### config.mk
export PLATFORM = sky130hd
export DESIGN_NAME = nibble_serial_adder
export DESIGN_NICKNAME = d
export VERILOG_FILES = /design/src/rtl/nibble_adder_pkg.sv /design/src/rtl/bit_4_cla.sv /design/src/rtl/nibble_serial_adder.sv
export SDC_FILE = /design/constraint.sdc
export NUM_CORES = 1
export LEC_CHECK = 0
export BUFFER_PORTS_ARGS = -buffer_cell sky130_fd_sc_hd__buf_2
export CORE_ASPECT_RATIO = 0.8
export CORE_MARGIN = 5
export CORE_UTILIZATION = 45
export CTS_BUF_LIST = sky130_fd_sc_hd__clkbuf_8 sky130_fd_sc_hd__clkbuf_16
export DETAILED_ROUTE_END_ITERATION = 12
export HOLD_SLACK_MARGIN = 0.02
export PLACE_DENSITY = 0.67
export SLEW_MARGIN = 10
export SYNTH_ARGS = -nofsm -noshare
export SYNTH_HDL_FRONTEND = slang
export SYNTH_HIERARCHICAL = 1
export SYNTH_SLANG_ARGS = --single-unit
### constraint.sdc
create_clock -name clk -period 7.7 [get_ports clk]
set_input_delay 0.77 -clock clk [delete_from_list [all_inputs] [get_ports clk]]
set_output_delay 0.77 -clock clk [all_outputs]
set_load 0.005 [all_outputs]
### src/rtl/nibble_adder_pkg.sv
// Shared types and constants for the nibble-serial adder.
// Imported by the top-level datapath and its testbench.
package nibble_adder_pkg;

    localparam int NIBBLE_W = 4;

    typedef enum logic [1:0] {
        IDLE = 2'd0,
        RUN  = 2'd1,
        DONE = 2'd2
    } state_e;

    // A single-nibble adder still needs a 1-bit index register.
    function automatic int idx_width(input int n);
        return (n > 1) ? $clog2(n) : 1;
    endfunction

endpackage

### src/rtl/bit_4_cla.sv
// 4-bit carry-lookahead adder slice.
// Pure combinational; the serial wrapper reuses it for every nibble.
module bit_4_cla (
    input  logic [3:0] a,
    input  logic [3:0] b,
    input  logic       cin,
    output logic [3:0] sum,
    output logic       cout
);

    logic [3:0] p;
    logic [3:0] g;
    logic [4:0] c;

    always_comb begin
        p = a ^ b;
        g = a & b;
        c[0] = cin;
        c[1] = g[0] | (p[0] & cin);
        c[2] = g[1] | (p[1] & g[0]) | (p[1] & p[0] & cin);
        c[3] = g[2] | (p[2] & g[1]) | (p[2] & p[1] & g[0])
             | (p[2] & p[1] & p[0] & cin);
        c[4] = g[3] | (p[3] & g[2]) | (p[3] & p[2] & g[1])
             | (p[3] & p[2] & p[1] & g[0])
             | (p[3] & p[2] & p[1] & p[0] & cin);
        sum  = p ^ c[3:0];
        cout = c[4];
    end

endmodule

### src/rtl/nibble_serial_adder.sv
// Wide adder that streams one nibble per clock through a single
// bit_4_cla, registering the carry between nibbles.
module nibble_serial_adder
    import nibble_adder_pkg::*;
#(
    parameter int NIBBLES = 4
) (
    input  logic                          clk,
    input  logic                          rst_n,
    input  logic                          in_valid,
    output logic                          in_ready,
    input  logic [NIBBLE_W*NIBBLES-1:0]   a,
    input  logic [NIBBLE_W*NIBBLES-1:0]   b,
    input  logic                          cin,
    output logic                          out_valid,
    input  logic                          out_ready,
    output logic [NIBBLE_W*NIBBLES-1:0]   sum,
    output logic                          cout,
    output logic                          overflow
);

    localparam int IW = idx_width(NIBBLES);
    localparam logic [IW-1:0] LAST = IW'(NIBBLES - 1);

    typedef logic [NIBBLES-1:0][NIBBLE_W-1:0] vec_t;

    state_e          state_q, state_d;
    vec_t            a_q, a_d;
    vec_t            b_q, b_d;
    vec_t            sum_q, sum_d;
    logic            carry_q, carry_d;
    logic [IW-1:0]   idx_q, idx_d;
    logic            cout_q, cout_d;
    logic            ovf_q, ovf_d;

    logic [NIBBLE_W-1:0] cla_a;
    logic [NIBBLE_W-1:0] cla_b;
    logic [NIBBLE_W-1:0] cla_sum;
    logic                cla_cout;
    logic                is_last;

    bit_4_cla u_cla (
        .a    (cla_a),
        .b    (cla_b),
        .cin  (carry_q),
        .sum  (cla_sum),
        .cout (cla_cout)
    );

    always_ff @(posedge clk or negedge rst_n) begin
        if (!rst_n) begin
            state_q <= IDLE;
        end else begin
            state_q <= state_d;
        end
    end

    always_comb begin
        state_d = state_q;
        unique case (state_q)
            IDLE: if (in_valid)  state_d = RUN;
            RUN:  if (is_last)   state_d = DONE;
            DONE: if (out_ready) state_d = IDLE;
            default:             state_d = IDLE;
        endcase
    end

    always_comb begin
        in_ready  = (state_q == IDLE);
        out_valid = (state_q == DONE);
    end

    // Nibble mux: loop compare keeps index widths exact for any NIBBLES.
    always_comb begin
        cla_a = '0;
        cla_b = '0;
        for (int i = 0; i < NIBBLES; i++) begin
            if (idx_q == IW'(i)) begin
                cla_a = a_q[i];
                cla_b = b_q[i];
            end
        end
        is_last = (state_q == RUN) && (idx_q == LAST);
    end

    always_comb begin
        a_d     = a_q;
        b_d     = b_q;
        sum_d   = sum_q;
        carry_d = carry_q;
        idx_d   = idx_q;
        cout_d  = cout_q;
        ovf_d   = ovf_q;
        if (state_q == IDLE && in_valid) begin
            a_d     = a;
            b_d     = b;
            carry_d = cin;
            idx_d   = '0;
            sum_d   = '0;
        end else if (state_q == RUN) begin
            for (int i = 0; i < NIBBLES; i++) begin
                if (idx_q == IW'(i)) begin
                    sum_d[i] = cla_sum;
                end
            end
            carry_d = cla_cout;
            if (is_last) begin
                idx_d  = '0;
                cout_d = cla_cout;
                // Carry into the sign bit differs from carry out of it.
                ovf_d  = a_q[NIBBLES-1][NIBBLE_W-1]
                       ^ b_q[NIBBLES-1][NIBBLE_W-1]
                       ^ cla_sum[NIBBLE_W-1]
                       ^ cla_cout;
            end else begin
                idx_d = idx_q + 1'b1;
            end
        end
    end

    always_ff @(posedge clk or negedge rst_n) begin
        if (!rst_n) begin
            a_q     <= '0;
            b_q     <= '0;
            sum_q   <= '0;
            carry_q <= 1'b0;
            idx_q   <= '0;
            cout_q  <= 1'b0;
            ovf_q   <= 1'b0;
        end else begin
            a_q     <= a_d;
            b_q     <= b_d;
            sum_q   <= sum_d;
            carry_q <= carry_d;
            idx_q   <= idx_d;
            cout_q  <= cout_d;
            ovf_q   <= ovf_d;
        end
    end

    assign sum      = sum_q;
    assign cout     = cout_q;
    assign overflow = ovf_q;

endmodule

======== Word-level counts from Yosys, hierarchy flattened ========
Index checks and enable logic that the tools add are counted.
operators by class
  equal/unequal tests ..................... 8
  add/sub/neg operators ................... 1
  bitwise gates (word level) .............. 33
  reductions and logical operators ........ 15
  muxes and demuxes ....................... 23
operator list
  cell                                                    count
  two-way mux 4 bit                                       12
  two-way mux 16 bit                                      2
  AND 1 bit                                               16
  two-way mux 2 bit                                       6
  OR 1 bit                                                10
  nonzero test 2 bit                                      5
  AND reduction 2 bit                                     4
  XOR 4 bit                                               2
  equality test 2 bit (second input constant)             3
  one-hot mux 2 bit (3 select lines)                      1
  AND reduction 3 bit                                     2
  AND 4 bit                                               1
  equality test 2 x 1 -> 1 bit (second input constant)    2
  logical NOT 2 bit                                       2
  inequality test 2 bit (second input constant)           2
  XOR 1 bit                                               3
  adder 2 x 1 -> 2 bit (second input constant)            1
  logical AND 1 bit                                       2
  two-way mux 1 bit                                       2
  inequality test 2 x 1 -> 1 bit (second input constant)  1
  NOT 1 bit                                               1
storage, ports and cells
  bits of input ports ..................... 37
  logic and storage cells ................. 97
  bits in registers ....................... 55

======== Depth between registers and ports, before layout ========
Gate-level depths: netlist of run 1.
  depth in word-level cells ............... 14
  mapped depth ............................ 13
  mapped depth without buffers ............ 12

======== Cells and area by module ========
Netlist of run 1, hierarchy kept.
by module, submodules not included
  module               cells each  seq. area each (µm²)  area an instance (µm²)  instances
  nibble_serial_adder  201         1,376.3               2,726.4                 1
  bit_4_cla            17          0.0                   147.6                   1

======== Worst setup path before layout of run 1 ========
Ideal clock, no wire load.
  kind .................................... register -> register
  start ................................... register idx_q[0]
  end ..................................... register sum_q, in the netlist sum[3]
  buffers on the path ..................... 0
  period minus slack after synthesis ...... 2.939 ns
  setup time .............................. 0.121 ns
  cell stages (with the launch flop) ...... 13
  path slack .............................. 4.761 ns
  data arrival time ....................... 2.818 ns
  path through ............................ dfrtp_1 > inv_1 > ha_1 > and2b_1 > a221oi_1 > o31ai_1 > ha_1 > a21o_1 > a31o_1 > xor2_1 > nor2b_1 > mux2_2 > a22o_1
between the ends
  elaborated cells between the ends (all ways) .. 28
  those cells by class .................... eq/ne (3); mux (11); bitwise (11); reduce/logical (3)
RTL lines
  element                                        line                              text
  start, declared                                nibble_serial_adder.sv:32         logic [IW-1:0] idx_q, idx_d;
  start signal, assigned                         nibble_serial_adder.sv:135        idx_q <= idx_d;
  logical NOT 2 bit                              nibble_serial_adder.sv:78         if (idx_q == IW'(i)) begin
  two-way mux 4 bit (3 in a row)                 nibble_serial_adder.sv:78
  two-way mux 4 bit (*)                          nibble_serial_adder.sv:78
  via cla_b[0]                                   nibble_serial_adder.sv:37         logic [NIBBLE_W-1:0] cla_b;
  AND 4 bit / XOR 4 bit (equally long branches)  bit_4_cla.sv:17, bit_4_cla.sv:16
  AND 1 bit (on tied branches)                   bit_4_cla.sv:21, bit_4_cla.sv:22
  OR 1 bit / AND 1 bit (equally long branches)   bit_4_cla.sv:21, bit_4_cla.sv:22
  OR 1 bit (*)                                   bit_4_cla.sv:22                   | (p[2] & p[1] & p[0] & cin);
  XOR 4 bit (*)                                  bit_4_cla.sv:26                   sum = p ^ c[3:0];
  via cla_sum[3]                                 nibble_serial_adder.sv:38         logic [NIBBLE_W-1:0] cla_sum;
  two-way mux 4 bit (*)                          nibble_serial_adder.sv:102        if (idx_q == IW'(i)) begin
  two-way mux 16 bit (*)                         nibble_serial_adder.sv:100        end else if (state_q == RUN) begin
  two-way mux 16 bit (*)                         nibble_serial_adder.sv:94         if (state_q == IDLE && in_valid) begin
  end signal, assigned                           nibble_serial_adder.sv:133        sum_q <= sum_d;
  end, declared                                  nibble_serial_adder.sv:30         vec_t sum_q, sum_d;
The timed path passes the listed nets; every way through them passes the cells marked *. The select of a mux whose other input is x is not followed.
A chain may end at the register's enable or synchronous reset.

======== Worst setup path after layout of run 1 ========
  start ................................... register idx_q[1]
  end ..................................... register sum_q, in the netlist sum[3]
between the ends
  word-level cells in the longest chain between the ends .. 14
  elaborated cells between the ends (all ways) .. 28
  those cells by class .................... eq/ne (3); mux (11); bitwise (11); reduce/logical (3)
ends and longest elaborated chain
  element                                       line                              text
  logical NOT 2 bit                             nibble_serial_adder.sv:78
  two-way mux 4 bit (3 in a row)                nibble_serial_adder.sv:78
  two-way mux 4 bit (*)                         nibble_serial_adder.sv:78
  via cla_a[2]                                  nibble_serial_adder.sv:36         logic [NIBBLE_W-1:0] cla_a;
  XOR 4 bit                                     bit_4_cla.sv:16                   p = a ^ b;
  AND 1 bit (on tied branches)                  bit_4_cla.sv:21, bit_4_cla.sv:22
  OR 1 bit (tied with other cells)              bit_4_cla.sv:21                   c[3] = g[2] | (p[2] & g[1]) | (p[2] & p[1] & g[0])
  OR 1 bit / AND 1 bit (equally long branches)  bit_4_cla.sv:21, bit_4_cla.sv:22
  OR 1 bit (*)                                  bit_4_cla.sv:22
  XOR 4 bit (*)                                 bit_4_cla.sv:26
  via cla_sum[3]                                nibble_serial_adder.sv:38
  two-way mux 4 bit (*)                         nibble_serial_adder.sv:102
  two-way mux 16 bit (*)                        nibble_serial_adder.sv:100
  two-way mux 16 bit (*)                        nibble_serial_adder.sv:94
Marks and branches as above.

==> flow_metrics.py, run 1 <==
metrics = {
    "route": {
        "drt-initial-drc-count": 118,
        "dr_total_vias": 1854,
        "route.detailed.drc": 0,
        "ant_nets": 0,
        "drt-total-wl_mm": 6.08,
        "routedWlPerCell_um": 17.2,
        "viasPerCell": 5.24,
        "dr.pass1.iters": 4,
    },
    "die": {
        "row_count": 26,
        "die_w_um": 99.4,
        "coreArea_mm2": 0.00631,
        "start_util_pct": 45.5,
        "ios": 57,
        "die_h_um": 81.5,
        "dieArea_mm2": 0.00810,
    },
    "final_layout": {
        "layout-drive-gt1-share_pct": 42.2,
        "fill_cells": 586,
        "nNetsFinal": 316,
        "syn_to_final_growth_pct": 14.1,
        "antenna_cells": 0,
        "layout.cells.non_filler": 354,
    },
    "sta": {
        "setup_tns_ps": 0,
        "slew_viol_final": 0,
        "finalSetupViolations": 0,
        "fin_crit_sh_pct": 46.1,
        "final-hold-violation-count": 0,
        "tightest_slew_ps": 1070,
        "rsz0062_at_grt": "no",
        "fin_crit_ps": 3550,
        "clock_skew_ps": 7.16,
        "fmax_ghz": 0.281,
        "slew_headroom_pct": 29.0,
    },
    "run": {
        "cap_violations": 0,
    },
    "placed_design": {
        "place_inst": 346,
        "numPortBuffers": 56,
        "dp_hpwl_mm": 4.20,
        "gp_congestion": 0.742,
    },
    "clock_network": {
        "ctsResizeCount": 0,
        "h-tree-depth": 2,
        "cts_setup_buffers": 0,
        "clockBufferDepth": 2,
        "cts.sinks": 55,
        "cts_buffers": 5,
        "cts_tree": "built",
        "clkLatencyLatePin_ps": 310,
        "clkTransAtPathRegs_ps": 100,
        "cts.hold.buffers_added": 0,
        "clk_root_buffer_cell": "clkbuf_8",
    },
    "synthesis": {
        "synth_seq_area_share_pct": 47.9,
        "synth_area_leaders": "dfrtp_1, mux2_4, mux2_2, a22o_1, ha_1",
        "ys.flop_type": "dfrtp_1",
        "synth-edff-count": 0,
        "synthMuxAreaShare_pct": 22.4,
        "syn_area_per_cell_um2": 13.2,
        "post_synth_and_or_nand_nor_area_fraction_pct": 6.53,
        "synth_area_mm2": 0.00287,
        "syn_nets": 265,
        "netlist-cell-type-count": 30,
        "synth-seq-cells": 55,
        "synth_top_area_cell": "dfrtp_1",
        "syn_inst": 218,
        "synth_compound_area_share_pct": 12.0,
        "yosysWarningCount": 6,
        "synth_top_family_by_area": "multiplexers",
        "synth.most_common_cell": "dfrtp_1",
        "ys_top_cells_by_count": "dfrtp_1, mux2_4, mux2_2, a22o_1, nor2b_1",
        "yosys.area_share.xor_xnor_pct": 1.83,
        "synthAdderAreaFrac_pct": 4.61,
        "yosys.area.top_type_share_pct": 47.9,
        "async_flop_share_pct": 100,
    },
    "worst_setup_path": {
        "cp.required_ps": 7900,
        "cp-end-kind": "register",
        "worstReg2RegEnd": "sum[3]$_DFFE_PN0P_",
        "crit_arrival_ps": 3760,
        "reg2reg_slack_ps": 4150,
        "path_max_fanout": 14,
        "r2r_start": "idx_q[1]$_DFFE_PN0P_",
        "start_kind": "register",
        "r2r_cells": 12,
        "critPathKind": "reg -> reg",
    },
    "pwr": {
        "cellLeakagePower_uw": 0.00165,
        "pwr_density_cell_mw_per_mm2": 519,
        "power.internal_uw": 1050,
        "power.share.clock_pct": 11.8,
        "p_total_uw": 1700,
        "vdd_drop_max_mv": 0.179,
        "p_seq_share_pct": 31.2,
        "sw_frac_of_total_pct": 38.3,
        "switching_power_uw": 652,
        "combPwrFrac_pct": 57.1,
    },
    "global_route": {
        "overflow": 0,
        "grt_pass1_vias": 1921,
        "antenna_found_initial": 0,
        "grt_pass1_wl_mm": 10.1,
        "grt_max_degree": 56,
        "grt_use_total_pct": 15.9,
    },
    "min_path": {
        "whs_endpoint": "overflow$_DFFE_PN0P_",
        "hp-class": "reg -> reg",
        "hp-start": "overflow$_DFFE_PN0P_",
        "hold_depth": 2,
    },
    "status": {
        "status": "complete, no violations",
    },
}
flip-flops by register name (all words and copies together), names as in the netlist:
register / flops
state_q: 2
overflow: 1
b_q: 16
sum: 16
a_q: 16
cout: 1
idx_q: 2
carry_q: 1
cell families (layout without fill, tap and decap cells):
group / Yosys count / in the layout
AOI/OAI and AO/OA: 43 / 43
xor gates and xnor gates: 6 / 6
adders and majority gates: 10 / 10
buffers and inverters: 21 / 73
DFF: 55 / 55
muxes: 49 / 49
and+or+nand+nor: 34 / 34
layout make-up:
cell class | count | area (um^2) | area share (%)
flip-flops and latches | 55 | 1380 | 42.0
well taps | 84 | 105 | 3.20
multi-input cells | 142 | 1360 | 41.5
inverters | 8 | 30.0 | 0.916
clock inverters | 2 | 35.0 | 1.07
repair buffers | 57 | 288 | 8.78
clock buffers | 6 | 82.6 | 2.52
routing by layer:
metal	share of wire, %	GRT usage (%)
met1	50	23.0
met2	44	24.6
met3	4.7	4.07
met4	0.77	2.86
met5	0	0
worst max path at each step:
stage | depth (start not counted) | startpoint | endpoint
finish | 12 | idx_q[1]$_DFFE_PN0P_ | sum[3]$_DFFE_PN0P_
global placement | 12 | idx_q[1]$_DFFE_PN0P_ | sum[3]$_DFFE_PN0P_
floorplan | 12 | idx_q[0]$_DFFE_PN0P_ | sum[3]$_DFFE_PN0P_
global route | 12 | idx_q[1]$_DFFE_PN0P_ | sum[3]$_DFFE_PN0P_
detailed placement | 12 | idx_q[1]$_DFFE_PN0P_ | sum[3]$_DFFE_PN0P_
CTS | 12 | idx_q[1]$_DFFE_PN0P_ | sum[3]$_DFFE_PN0P_
cell usage in the layout, fill, tap and decap left out:
master / synthesis / final
o21ba_2: 1 / 1
a31o_1: 1 / 1
mux2_2: 19 / 19
nor2b_1: 15 / 15
xor2_1: 1 / 1
clkbuf_8: 0 / 6
clkinv_2: 0 / 1
inv_1: 8 / 8
a21oi_1: 3 / 3
a22o_1: 16 / 16
a21o_1: 3 / 3
o31ai_1: 7 / 7
nand2_1: 10 / 10
bufinv_16: 0 / 1
a22oi_1: 1 / 1
xnor2_1: 5 / 5
ha_1: 9 / 9
a221oi_1: 7 / 7
buf_2: 5 / 56
and2b_1: 1 / 1
o21ai_0: 3 / 3
mux2_4: 26 / 26
buf_4: 0 / 1
dfrtp_1: 55 / 55
and2_2: 0 / 1
nand3b_4: 1 / 1
fa_1: 1 / 1
mux2i_1: 4 / 4
nor2_1: 6 / 6
o21bai_2: 1 / 1
stage by stage:
stage	area, um^2	hold slack, ps	util (%)	setup WS (ps)
global placement	3160	472	50.1	4370
CTS	3280	505	52.0	4160
finish	3280	510	52.0	4150
floorplan	2870	472	-	4760
detailed placement	3160	484	50.1	4200
global route	3280	529	52.0	3940
critical path, cell delays in order, from the launching register on:
cell and delay (ps):
dfrtp_1 440, inv_1 100, ha_1 530, and2b_1 340
a221oi_1 300, o31ai_1 130, ha_1 360, a21o_1 190
a31o_1 210, xor2_1 180, nor2b_1 170, mux2_2 280
a22o_1 220
power by group through the flow:
stage / clock [uW] / combinational, uW / sequential [uW]
3_5_place_dp: 0 / 969 / 535
6_report: 200 / 972 / 531
3_3_place_gp: 0 / 948 / 535
5_1_grt: 216 / 1070 / 551
4_1_cts: 202 / 977 / 532
2_1_floorplan: 0 / 806 / 489
Power figures use the tool's default switching activity.
==> run 2: changes to the inputs <==
Settings changed: ABC_AREA from default to 1, PLACE_DENSITY 0.67 to 0.7.
Clock period 7.7 ns to 3.1 ns, I/O delays scaled along.
==> run 2 against run 1 <==
  * Cell count is 35% higher
  * Fmax is 26% higher
  * Design area is 4.1% lower
  * Register-to-register slack worse by 3900 ps
  * Count of clock-buffer cells in the layout stayed put
  * Via count is 23% higher
  * Core utilization is 1.2 points higher
  * Global-route usage is 0.60 points higher
  * Synthesized cell count is 57% higher
  * Routed wire length is 0.15% lower
  * Sequential share of layout area is 1.8 points higher
  * Setup slack worse by 3900 ps
  * Critical path type unchanged
  * Critical endpoint is now overflow$_DFFE_PN0P_
==> flow_metrics.py, run 2 <==
metrics = {
    "worst_setup_path": {
        "r2r_cells": 17,
        "crit_arrival_ps": 3070,
        "reg2reg_slack_ps": 280,
        "start_kind": "register",
        "cp.required_ps": 3340,
        "cp_slowest_cell": "dfrtp_1",
        "critPathKind": "reg -> reg",
        "cp-end-kind": "register",
        "critical-path-max-stage-delay_ps": 430,
        "path_max_fanout": 10,
        "crit_chain": "ha_1 > inv_1 > o21ai_0 > o21ai_0 > ha_1 > or2_0 > nand2_1 > nand2_1 > nand2_1 > nand2_1 > nand2_1 > inv_1 > nor2_1 > nand2_1 > nand2_1 > nand2_1 > nand2_1",
        "r2r_start": "idx_q[0]$_DFFE_PN0P_",
        "crit_top_cell": "nand2_1",
        "worstReg2RegEnd": "overflow$_DFFE_PN0P_",
    },
    "global_route": {
        "grt_use_met3_pct": 4.19,
        "met1_usage_pct": 23.0,
        "antenna_found_initial": 0,
        "use_met2_pct": 25.6,
        "grt_pass1_wl_mm": 10.3,
        "grt_use_total_pct": 16.5,
        "overflow": 0,
        "top_usage_layer": "met2",
        "grt_max_degree": 51,
        "grt_pass1_vias": 2197,
    },
    "route": {
        "ant_nets": 0,
        "route.detailed.drc": 0,
        "drt-total-wl_mm": 6.07,
        "routedWlPerCell_um": 12.7,
        "dr_total_vias": 2272,
        "dr.pass1.iters": 5,
        "viasPerCell": 4.74,
        "drt-initial-drc-count": 75,
    },
    "sta": {
        "fin_crit_ps": 2820,
        "fin_crit_sh_pct": 91.0,
        "clock_skew_ps": 8.61,
        "finalSetupViolations": 0,
        "rsz0062_at_grt": "no",
        "slew_headroom_pct": 57.6,
        "fmax_ghz": 0.354,
        "slew_viol_final": 0,
        "final-hold-violation-count": 0,
        "tightest_slew_ps": 636,
        "setup_tns_ps": 0,
    },
    "die": {
        "die_w_um": 97.2,
        "start_util_pct": 46.3,
        "dieArea_mm2": 0.00776,
        "coreArea_mm2": 0.00591,
        "row_count": 25,
        "die_h_um": 79.8,
        "ios": 57,
    },
    "pwr": {
        "power.internal_uw": 1990,
        "sw_frac_of_total_pct": 46.4,
        "cellLeakagePower_uw": 0.00174,
        "vdd_drop_max_mv": 0.505,
        "pwr_density_cell_mw_per_mm2": 1180,
        "switching_power_uw": 1720,
        "combPwrFrac_pct": 55.3,
        "power.share.clock_pct": 10.6,
        "p_seq_share_pct": 34.2,
        "p_total_uw": 3710,
    },
    "synthesis": {
        "synth-edff-count": 0,
        "yosysWarningCount": 6,
        "synth_area_mm2": 0.00274,
        "syn_area_per_cell_um2": 7.99,
        "netlist-cell-type-count": 25,
        "ys.flop_type": "dfrtp_1",
        "synth_top_area_cell": "dfrtp_1",
        "synth_seq_area_share_pct": 50.2,
        "syn_nets": 390,
        "syn_inst": 343,
        "synth.most_common_cell": "nand2_1",
        "yosys.area.top_type_share_pct": 50.2,
        "synth_area_leaders": "dfrtp_1, nand2_1, o21ai_0, ha_1, inv_1",
        "synth-seq-cells": 55,
        "async_flop_share_pct": 100,
        "ys_top_cells_by_count": "nand2_1, dfrtp_1, o21ai_0, inv_1, nor2_1",
    },
    "clock_network": {
        "cts.hold.buffers_added": 0,
        "cts_tree": "built",
        "clkLatencyLatePin_ps": 310,
        "clk_root_buffer_cell": "clkbuf_8",
        "cts_setup_buffers": 0,
        "cts.sinks": 55,
        "ctsResizeCount": 0,
        "clockBufferDepth": 2,
        "clkTransAtPathRegs_ps": 90,
        "cts_buffers": 5,
        "h-tree-depth": 2,
    },
    "placed_design": {
        "gp_congestion": 0.915,
        "numPortBuffers": 56,
        "dp_hpwl_mm": 4.41,
    },
    "final_layout": {
        "layout_common_cells": "nand2_1, dfrtp_1, buf_2",
        "nNetsFinal": 445,
        "layout_commonest_cell": "nand2_1",
        "antenna_cells": 0,
        "fill_cells": 573,
        "layout-drive-gt1-share_pct": 19.6,
        "syn_to_final_growth_pct": 14.8,
    },
    "status": {
        "status": "complete, no violations",
    },
    "run": {
        "cap_violations": 0,
    },
    "min_path": {
        "hp-class": "in -> async",
    },
}
-- run 2: changes by cell type after synthesis, sizes merged, moves of 4 or more --
cell,previous run,this run
nor2b,15,0
a22o,16,0
o31ai,7,0
mux2i,4,0
inv,8,27
o21ai,3,36
nand2,10,165
nor2,6,13
a21oi,3,9
and2,1,6
mux2,45,0
nand3,0,5
xnor2,5,1
a221oi,7,0
-- run 2: metrics by stage --
stage	setup WS (ps)	std cells	hold WS (ps)	instance area, um^2	utilization, %
2_1_floorplan	673	343	14.4	2740	-
3_3_place_gp	486	472	461	3050	51.6
3_5_place_dp	309	472	471	3050	51.6
4_1_cts	235	479	172	3140	53.1
5_1_grt	38.5	479	54.1	3150	53.2
6_report	279	479	8.37	3150	53.2
-- run 2: kinds of logic after synthesis --
kind of cell | Yosys count | synth area share, %
compound gates | 47 | 8.72
flops | 55 | 50.2
simple gates | 193 | 29.0
xor+xnor | 1 | 0.320
fa+ha+maj | 10 | 4.84
buf+inv | 37 | 6.85
-- run 2: power by group through the flow --
stage	Sequential [uW]	Combinational, uW	Clock [uW]
after floorplan	1220	1590	0
after global placement	1270	2000	0
after detailed placement	1270	2050	0
after CTS	1270	2070	407
after global routing	1310	2400	435
final	1270	2050	392
-- run 2: worst max-delay path: cells and delay by family (launching register included) --
| kind | cells | cell delay (ps) |
|---|---|---|
| simple gates | 11 | 880 |
| fa+ha+maj | 2 | 690 |
| compound gates | 2 | 430 |
| flops | 1 | 430 |
| buf+inv | 2 | 340 |
-- run 2: worst max path at each step --
stage	startpoint	end	slack, ps	depth (start not counted)
2_1_floorplan	idx_q[1]$_DFFE_PN0P_	overflow$_DFFE_PN0P_	670	19
6_report	idx_q[0]$_DFFE_PN0P_	overflow$_DFFE_PN0P_	280	17
4_1_cts	idx_q[0]$_DFFE_PN0P_	overflow$_DFFE_PN0P_	240	18
5_1_grt	idx_q[0]$_DFFE_PN0P_	overflow$_DFFE_PN0P_	40	20
3_3_place_gp	idx_q[0]$_DFFE_PN0P_	overflow$_DFFE_PN0P_	490	19
3_5_place_dp	idx_q[1]$_DFFE_PN0P_	overflow$_DFFE_PN0P_	310	19
-- run 2: final cells by class --
cell class	count	area [um^2]	area share, %
Sequential cell	55	1380	43.8
Multi-Input combinational cell	251	1180	37.5
Timing Repair Buffer	58	298	9.47
Inverter	27	101	3.22
Tap cell	81	101	3.22
Clock buffer	6	82.6	2.63
Clock inverter	1	5.00	0.159
-- run 2: routing by layer --
layer  share of wire [%]  up-vias
met5                   0        -
met4                0.91        0
met3                 6.1        6
met2                  43       57
met1                  50     1033
li1                    -     1176
